`config.mk`:
```
export PLATFORM = sky130hd
export DESIGN_NAME = button_cmd_sched_flat
export DESIGN_NICKNAME = d
export VERILOG_FILES = /design/src/rtl/button_cmd_sched_if.sv /design/src/rtl/button_cmd_sched.sv /design/src/flat_wrapper.sv
export SDC_FILE = /design/constraint.sdc
export NUM_CORES = 1
export LEC_CHECK = 0
export CAP_MARGIN = 25
export CELL_PAD_IN_SITES_DETAIL_PLACEMENT = 1
export CELL_PAD_IN_SITES_GLOBAL_PLACEMENT = 1
export CORE_UTILIZATION = 25
export DETAILED_ROUTE_END_ITERATION = 10
export GPL_TIMING_DRIVEN = 0
export PLACE_DENSITY = 0.48
export SETUP_SLACK_MARGIN = 0.4
export SYNTH_ARGS = -nofsm -noshare
export SYNTH_HDL_FRONTEND = slang
export SYNTH_SLANG_ARGS = --single-unit
```
`constraint.sdc`:
```
create_clock -name clk -period 2 [get_ports clk]
set_clock_uncertainty 0.05 [all_clocks]
set_input_delay 0.6 -clock clk [delete_from_list [all_inputs] [get_ports clk]]
set_output_delay 0.6 -clock clk [all_outputs]
set_load 0.05 [all_outputs]
```
`src/rtl/button_cmd_sched_if.sv`:
```
// Command bus between the push-button front end and the LED datapath.
// master drives buttons and cmd_ready; slave (the scheduler) returns
// one-hot commands with a valid/ready handshake.
interface button_cmd_sched_if;
  logic [3:0] button;
  logic       cmd_ready;
  logic       cmd_valid;
  logic [3:0] cmd;

  modport master (
    output button,
    output cmd_ready,
    input  cmd_valid,
    input  cmd
  );

  modport slave (
    input  button,
    input  cmd_ready,
    output cmd_valid,
    output cmd
  );
endinterface

```
`src/rtl/button_cmd_sched.sv`:
```
// button_cmd_sched: synchronises and debounces four push-buttons, merges
// their presses with a periodic step-right tick into per-bit pending flags,
// and issues them one at a time as one-hot commands over valid/ready.
// Fixed priority: bit0 > bit3 > bit2 > bit1.
// Optional macro AUTO_REPEAT_EN: a held button re-issues its command after
// REPEAT_DELAY cycles and then every REPEAT_PERIOD cycles.
module button_cmd_sched #(
  parameter int DEBOUNCE_CYCLES = 16,
  parameter int TICK_PERIOD     = 256,
  parameter int REPEAT_DELAY    = 64,
  parameter int REPEAT_PERIOD   = 16
) (
  input  logic               clk,
  input  logic               rst,
  button_cmd_sched_if.slave  bus
);

  localparam int DW = (DEBOUNCE_CYCLES > 1) ? $clog2(DEBOUNCE_CYCLES) : 1;
  localparam int TW = (TICK_PERIOD > 1) ? $clog2(TICK_PERIOD) : 1;
  localparam logic [DW-1:0] DB_LAST   = DW'(DEBOUNCE_CYCLES - 1);
  localparam logic [TW-1:0] TICK_LAST = TW'(TICK_PERIOD - 1);

  typedef enum logic [1:0] {IDLE, ISSUE, GAP} state_t;

  logic [3:0]    sync1;
  logic [3:0]    sync2;
  logic [3:0]    rise;
  logic [3:0]    rep_fire;
  logic [3:0]    set_vec;
  logic [3:0]    pending;
  logic [3:0]    sel;
  logic [TW-1:0] tick;
  logic          tick_wrap;
  state_t        state;
  logic [3:0]    cmd_reg;
  logic          valid_reg;

  // Two-flop synchroniser on every raw button line
  always_ff @(posedge clk or posedge rst) begin
    if (rst) begin
      sync1 <= '0;
      sync2 <= '0;
    end else begin
      sync1 <= bus.button;
      sync2 <= sync1;
    end
  end

  genvar gi;
  generate
    for (gi = 0; gi < 4; gi++) begin : g_bit
      logic [DW-1:0] db_cnt;
      logic          level;
      logic          level_d;

      // Debounce: flip the level after DEBOUNCE_CYCLES consecutive differing samples
      always_ff @(posedge clk or posedge rst) begin
        if (rst) begin
          db_cnt  <= '0;
          level   <= 1'b0;
          level_d <= 1'b0;
        end else begin
          level_d <= level;
          if (sync2[gi] != level) begin
            if (db_cnt == DB_LAST) begin
              level  <= ~level;
              db_cnt <= '0;
            end else begin
              db_cnt <= db_cnt + 1'b1;
            end
          end else begin
            db_cnt <= '0;
          end
        end
      end

      // Only a debounced press counts; releases are ignored
      assign rise[gi] = level & ~level_d;

`ifdef AUTO_REPEAT_EN
      localparam int RW = (REPEAT_DELAY > REPEAT_PERIOD) ?
                          ((REPEAT_DELAY > 1) ? $clog2(REPEAT_DELAY) : 1) :
                          ((REPEAT_PERIOD > 1) ? $clog2(REPEAT_PERIOD) : 1);
      localparam logic [RW-1:0] RD_LAST = RW'(REPEAT_DELAY - 1);
      localparam logic [RW-1:0] RP_LAST = RW'(REPEAT_PERIOD - 1);

      logic [RW-1:0] rep_cnt;
      logic          rep_first;

      // Held for long enough: first repeat after the delay, then periodic
      assign rep_fire[gi] = level & level_d &
                            (rep_first ? (rep_cnt == RD_LAST) : (rep_cnt == RP_LAST));

      // Repeat timer restarts on every press and is parked while released
      always_ff @(posedge clk or posedge rst) begin
        if (rst) begin
          rep_cnt   <= '0;
          rep_first <= 1'b1;
        end else if (!level || !level_d) begin
          rep_cnt   <= '0;
          rep_first <= 1'b1;
        end else if (rep_fire[gi]) begin
          rep_cnt   <= '0;
          rep_first <= 1'b0;
        end else begin
          rep_cnt <= rep_cnt + 1'b1;
        end
      end
`else
      assign rep_fire[gi] = 1'b0;
`endif
    end
  endgenerate

  // Free-running step tick; each wrap requests an automatic step-right
  always_ff @(posedge clk or posedge rst) begin
    if (rst) begin
      tick <= '0;
    end else if (tick == TICK_LAST) begin
      tick <= '0;
    end else begin
      tick <= tick + 1'b1;
    end
  end

  assign tick_wrap = (tick == TICK_LAST);

  // A tick wrap and a bit0 press in the same cycle merge into one request
  assign set_vec = rise | rep_fire | {3'b000, tick_wrap};

  // Fixed-priority pick of the next pending command
  always_comb begin
    sel = 4'b0000;
    if (pending[0])      sel = 4'b0001;
    else if (pending[3]) sel = 4'b1000;
    else if (pending[2]) sel = 4'b0100;
    else if (pending[1]) sel = 4'b0010;
  end

  // Scheduler FSM with pending flags and registered command outputs
  always_ff @(posedge clk or posedge rst) begin
    if (rst) begin
      state     <= IDLE;
      pending   <= '0;
      cmd_reg   <= '0;
      valid_reg <= 1'b0;
    end else begin
      case (state)
        // GAP already spent its one empty cycle, so it may issue directly
        IDLE, GAP: begin
          if (|pending) begin
            pending   <= (pending & ~sel) | set_vec;
            cmd_reg   <= sel;
            valid_reg <= 1'b1;
            state     <= ISSUE;
          end else begin
            pending   <= pending | set_vec;
            cmd_reg   <= '0;
            valid_reg <= 1'b0;
            state     <= IDLE;
          end
        end
        ISSUE: begin
          pending <= pending | set_vec;
          if (bus.cmd_ready) begin
            cmd_reg   <= '0;
            valid_reg <= 1'b0;
            state     <= GAP;
          end
        end
        default: begin
          cmd_reg   <= '0;
          valid_reg <= 1'b0;
          state     <= IDLE;
        end
      endcase
    end
  end

  assign bus.cmd_valid = valid_reg;
  assign bus.cmd       = cmd_reg;

endmodule

```
`src/flat_wrapper.sv`:
```
// flat-port wrapper written by rule: the top's interface ports become plain ports
module button_cmd_sched_flat 
#(
  parameter int DEBOUNCE_CYCLES = 16,
  parameter int TICK_PERIOD     = 256,
  parameter int REPEAT_DELAY    = 64,
  parameter int REPEAT_PERIOD   = 16
)
  (clk, rst, bus_button, bus_cmd_ready, bus_cmd_valid, bus_cmd);
  button_cmd_sched_if bus_i ();
  input  logic clk;
  input  logic rst;
  input wire logic [$bits(bus_i.button)-1:0] bus_button;
  input wire logic [$bits(bus_i.cmd_ready)-1:0] bus_cmd_ready;
  output wire logic [$bits(bus_i.cmd_valid)-1:0] bus_cmd_valid;
  output wire logic [$bits(bus_i.cmd)-1:0] bus_cmd;
  assign bus_i.button = bus_button;
  assign bus_i.cmd_ready = bus_cmd_ready;
  assign bus_cmd_valid = bus_i.cmd_valid;
  assign bus_cmd = bus_i.cmd;
  button_cmd_sched #(.DEBOUNCE_CYCLES(DEBOUNCE_CYCLES), .TICK_PERIOD(TICK_PERIOD), .REPEAT_DELAY(REPEAT_DELAY), .REPEAT_PERIOD(REPEAT_PERIOD)) u_core (.clk(clk), .rst(rst), .bus(bus_i));
endmodule
```
Yosys cells after proc, flatten, opt, wreduce, memory -nomap -nowiden
Index checks and enable logic that the tools add are counted.
{ "word_totals": {"ff_bits": 51, "out_inout_bits": 5, "elab_cells": 85} }
{ "classes": {"addsub": 5, "eq_ne": 12, "muxes": 24, "bitwise_logic": 17, "n_reduce_logical": 8} }
{ "op_table": {"columns": ["cell", "n"], "rows": [
  ["4-bit two-way mux", 14],
  ["4-bit by 1-bit adder with 4-bit output, second input constant", 4],
  ["4-bit equality test, second input constant", 4],
  ["4-bit one-hot mux with 2 select lines", 2],
  ["8-bit by 1-bit adder with 8-bit output, second input constant", 1],
  ["8-bit equality test, second input constant", 1],
  ["8-bit two-way mux", 1],
  ["1-bit NOT", 8],
  ["4-bit OR", 2],
  ["2-bit AND reduction", 4],
  ["1-bit bitwise AND", 4],
  ["4-bit bitwise AND", 1],
  ["2-bit two-way mux", 2],
  ["1-bit inequality test", 4],
  ["4-bit NOT", 1],
  ["4-bit by 1-bit OR with 4-bit output", 1],
  ["2-bit one-hot mux with 2 select lines", 1],
  ["4-bit OR reduction", 1],
  ["1-bit two-way mux", 3],
  ["2-bit by 1-bit equality test with 1-bit output, second input constant", 1],
  ["2-bit equality test, second input constant", 1],
  ["2-bit zero test", 1],
  ["2-bit inequality test, second input constant", 1],
  ["1-bit one-hot mux with 2 select lines", 1],
  ["2 further kinds", 2]
]} }

Depth between registers and ports, before layout
{ "logic_depth": {"depth_word": 9, "mapped_depth": 4, "mapped_depth_nobuf": 4} }

Least setup slack after synthesis
OpenSTA, ideal clock, no wires.
{ "synth_timing": {"path_type": "register to register", "start": "register u_core.tick[0]", "end": "register u_core.pending[0]", "setup_time_ns": 0.121, "t_arrival_ns": 1.109, "required_time_ns": 1.829, "setup_slack_ns": 0.720, "stages_incl_launch_ff": 5, "n_path_buf": 0, "period_less_slack_ns": 1.280, "path_cell_list": "dfrtp_1 > ha_1 > nand3_1 > o22ai_1 > a22o_2"} }
{ "synth_between": {"elab_chain_cells": 5} }
{ "synth_lines": {"columns": ["item", "line_no", "text"], "rows": [
  ["start: declaration", "button_cmd_sched.sv:32", "logic [TW-1:0] tick;"],
  ["start signal: assignment", "button_cmd_sched.sv:122", "tick <= tick + 1'b1;"],
  ["8-bit equality test (*)", "button_cmd_sched.sv:126", "assign tick_wrap = (tick == TICK_LAST);"],
  ["4-bit by 1-bit OR with 4-bit output (*)", "button_cmd_sched.sv:129", "assign set_vec = rise | rep_fire | {3'b000, tick_wrap};"],
  ["4-bit OR, on equally long branches", "button_cmd_sched.sv:157, button_cmd_sched.sv:164, button_cmd_sched.sv:152", null],
  ["4-bit two-way mux", "button_cmd_sched.sv:151", "if (|pending) begin"],
  ["4-bit one-hot mux with 2 select lines (*)", "button_cmd_sched.sv:148", "case (state)"],
  ["end signal: assignment", "button_cmd_sched.sv:152", "pending <= (pending & ~sel) | set_vec;"],
  ["end signal: assignment", "button_cmd_sched.sv:157", "pending <= pending | set_vec;"],
  ["end signal: assignment", "button_cmd_sched.sv:164", "pending <= pending | set_vec;"],
  ["end: declaration", "button_cmd_sched.sv:30", "logic [3:0] pending;"]
]} }
Mark *: on every way between the ends. The rest lies on a longest branch, timed or not.
A chain may end at the register's enable or synchronous reset.

Worst setup path after layout
{ "layout_timing": {"start": "register u_core.cmd_reg[3], in the netlist u_core.bus.cmd[3]", "end": "output bus_cmd[3]"} }
{ "layout_lines": {"columns": ["item", "line_no", "text"], "rows": [
  ["start: declaration", "button_cmd_sched.sv:35", "logic [3:0] cmd_reg;"],
  ["start signal: assignment", "button_cmd_sched.sv:153", "cmd_reg <= sel;"],
  ["end: declaration", "flat_wrapper.sv:16", "output wire logic [$bits(bus_i.cmd)-1:0] bus_cmd;"]
]} }
No word-level cell between the ends.

==> metrics.yaml <==
synthesis:
  synth_cell_types: 33
  yosysTopAreaCellShare_pct: 63.35
  yosysWarnings: 0
  yosysSeqAreaShare_pct: 63.35
  synth_area_leaders: "dfrtp_1, xnor2_1, ha_1, a21oi_1, inv_1"
  syn_nets: 176
  synth_area_leader_cell: "dfrtp_1"
  yosys_register_bits: 51
  synthCells: 164
  synth_fa_ha_area_share_pct: 3.106
  synth_xor_area_share_pct: 4.783
  synth_area_um2: 2014
  synthSimpleGateAreaFrac_pct: 13.66
  synthMuxAreaShare_pct: 2.733
  synth_top_family_by_area: "simple AND/OR/NAND/NOR gates"
  synth_compound_area_share_pct: 9.379
  syn_area_per_cell_um2: 12.28
clock_network:
  insertion_delay_ps: 300
  cts_tree: "yes"
  cts_hold_buf: 0
  cts_max_level: 2
  cts.sinks: 51
  cts_max_path_buffers: 2
  numCtsBuffers: 5
  root_buffer: "clkbuf_8"
  cts.clk_slew.worst_paths_ps: 90
critical_path:
  worst_setup_path_end_kind: "output port"
  cp_top_family: "flip-flops"
  startpoint_type: "register"
  cp_data_required_time_ps: 1350
  cpPeakStageDelay_ps: 390
  worst-path-buf-inv: 1
  crit_type: "register to output port"
  cp_slowest_cell: "dfrtp_1"
  crit_arrival_ps: 910
  cp_cell_sequence: "clkbuf_4"
  path_max_fanout: 2
finish:
  drive_gt1_share_pct: 12.02
  top_regs: "u_core.g_bit.db_cnt: 16 flops, u_core.tick: 8 flops"
  fin_area_um2: 2364
  layout.nets: 195
  regMostFlops: "u_core.g_bit.db_cnt"
  syn_to_final_growth_pct: 17.33
  largest_reg_flops: 16
  n_antenna_cell: 0
  n_fill_cell: 866
  finalNonFillerCells: 285
placement:
  gp_congestion: 0.7067
  numPortBuffers: 11
  dp_cells: 278
  dp_hpwl_um: 2989
  place_area_um2: 2276
route:
  drt-total-wl_um: 4043
  vias: 1296
  drc: 0
  wl_per_cell_um: 14.19
  viasPerCell: 4.547
  drt_first_pass_iters: 4
  drtIter0Drc: 21
  ant_nets: 0
floorplan:
  dieWidth_um: 91.77
  die_h_um: 91.77
  die-area_um2: 8421
  start_util_pct: 25.93
  ioPinCount: 12
  core_area_um2: 7767
  num_rows: 32
worst_hold_path:
  hp-class: "register to register"
global_routing:
  grtUsageTotal_pct: 11.00
  grt_pass1_wl_um: 7176
  antenna_found_initial: 0
  grt_pass1_vias: 1430
  grt_max_degree: 38
  grt_remaining_overflow: 0
timing:
  fin_crit_sh_pct: 77.84
  rsz0062_at_grt: "true"
  maxSlewViolCount: 0
  max_freq_mhz: 642.3
  hold_viol: 0
  finalSetupViolations: 0
  relSlewSlack_pct: 71.03
  tightest_slew_ps: 432.6
  tns_ps: 0
  layout_min_cycle_time_ps: 1557
pwr:
  p_leak_nw: 1.041
  peakVddDrop_mv: 0.2967
  power.density_nw_per_um2: 786.1
status:
  outcome: "complete, no violations"
flow_run:
  maxCapViolations: 0
-- path summary, 6_finish.rpt --
kind | start | slack (ps) | end | cells past startpoint
worst max register to register | u_core.tick[0] | 580 | u_core.pending[0] | 4
min in group asynchronous | rst | 580 | u_core.sync2[1] | 2
worst max-delay path | u_core.bus.cmd[3] | 440 | bus_cmd[3] | 1
worst min-delay path | u_core.sync1[0] | 300 | u_core.sync2[0] | 0
worst min register to register | u_core.sync1[0] | 300 | u_core.sync2[0] | 0
max in group asynchronous | rst | 820 | u_core.state[0] | 3
-- cell usage in the layout, fill, tap and decap left out, types with 5 or more instances in the layout --
cell type / synthesis / layout
clkbuf_8: 0 / 5
nand3_1: 7 / 7
xnor2_1: 9 / 9
clkdlybuf4s50_1: 0 / 6
dfrtp_1: 51 / 51
nand2_1: 9 / 9
o21ai_0: 6 / 6
a21oi_1: 11 / 11
inv_1: 13 / 12
nor2_1: 10 / 10
nor2b_1: 5 / 5
ha_1: 5 / 5
-- synthesized netlist by cell type --
| master | n |
|---|---|
| ha_1 | 5 |
| o41ai_1 | 1 |
| o21ai_0 | 6 |
| a21o_1 | 1 |
| xnor2_1 | 9 |
| o22ai_1 | 1 |
| inv_1 | 13 |
| nor2b_1 | 5 |
| buf_6 | 1 |
| a22o_1 | 2 |
| a21oi_1 | 11 |
| mux2i_1 | 1 |
| nor3b_1 | 4 |
| nor2_1 | 10 |
| a22o_2 | 2 |
| a32o_1 | 1 |
| nor3b_2 | 1 |
| mux2_2 | 4 |
| nor3_1 | 1 |
| nand2_1 | 9 |
| nand3_1 | 7 |
| nor4_1 | 1 |
| o31ai_1 | 1 |
| o221ai_1 | 1 |
| nand4_1 | 2 |
| o21ai_1 | 1 |
| nand4b_1 | 4 |
| a31oi_1 | 2 |
| dfrtp_1 | 51 |
| xor2_1 | 2 |
| or2_1 | 1 |
| nor4_2 | 1 |
| and3b_1 | 2 |
-- per-layer routing --
metal	vias up	track usage (%)	wire length [um]
met5	-	0	0
met4	0	4.167	79
met3	8	2.985	131
met2	17	18.92	2137
met1	664	13.10	1694
li1	607	-	-
-- power breakdown --
group / leakage (nW) / switching (mW) / internal (mW)
Sequential: 0.669 / 0.0252 / 1.06
Combinational: 0.321 / 0.0490 / 0.0406
Clock: 0.0513 / 0.318 / 0.367
-- stage by stage --
stage	worst slack (ps)	hold slack, ps	utilization (%)	power (mW)
2_1_floorplan	720.1	281.2	-	1.153
3_3_place_gp	100.2	284.9	29.04	1.177
3_5_place_dp	185.4	286.3	29.30	1.197
4_1_cts	392.0	306.8	30.33	1.902
5_1_grt	390.4	324.8	30.43	1.959
6_report	443.1	303.0	30.43	1.858
-- area by class of cell --
type	count	area [um^2]	area share (%)
Sequential cell	51	1276	54.00
Multi-Input combinational cell	99	678.2	28.69
Tap cell	102	127.6	5.400
Timing Repair Buffer	12	115.1	4.870
Clock buffer	6	72.57	3.070
Inverter	13	52.55	2.223
Clock inverter	1	30.03	1.271
Buffer	1	11.26	0.4764
-- kinds of logic after synthesis --
| group | after synthesis |
|---|---|
| AO/OA/AOI/OAI | 30 |
| flip-flops | 51 |
| XOR/XNOR | 11 |
| multiplexers | 5 |
| adder cells (fa/ha/maj) | 5 |
| buffers and inverters | 14 |
| AND/OR/NAND/NOR | 48 |
-- timing repair --
action                                 in CTS  in global routing
setup endpoints to repair                   5                  3
setup buffers                               0                  0
gates resized for setup                    26                  3
endpoints found under the hold margin       0                  0
(Power assumes the default switching activity.)
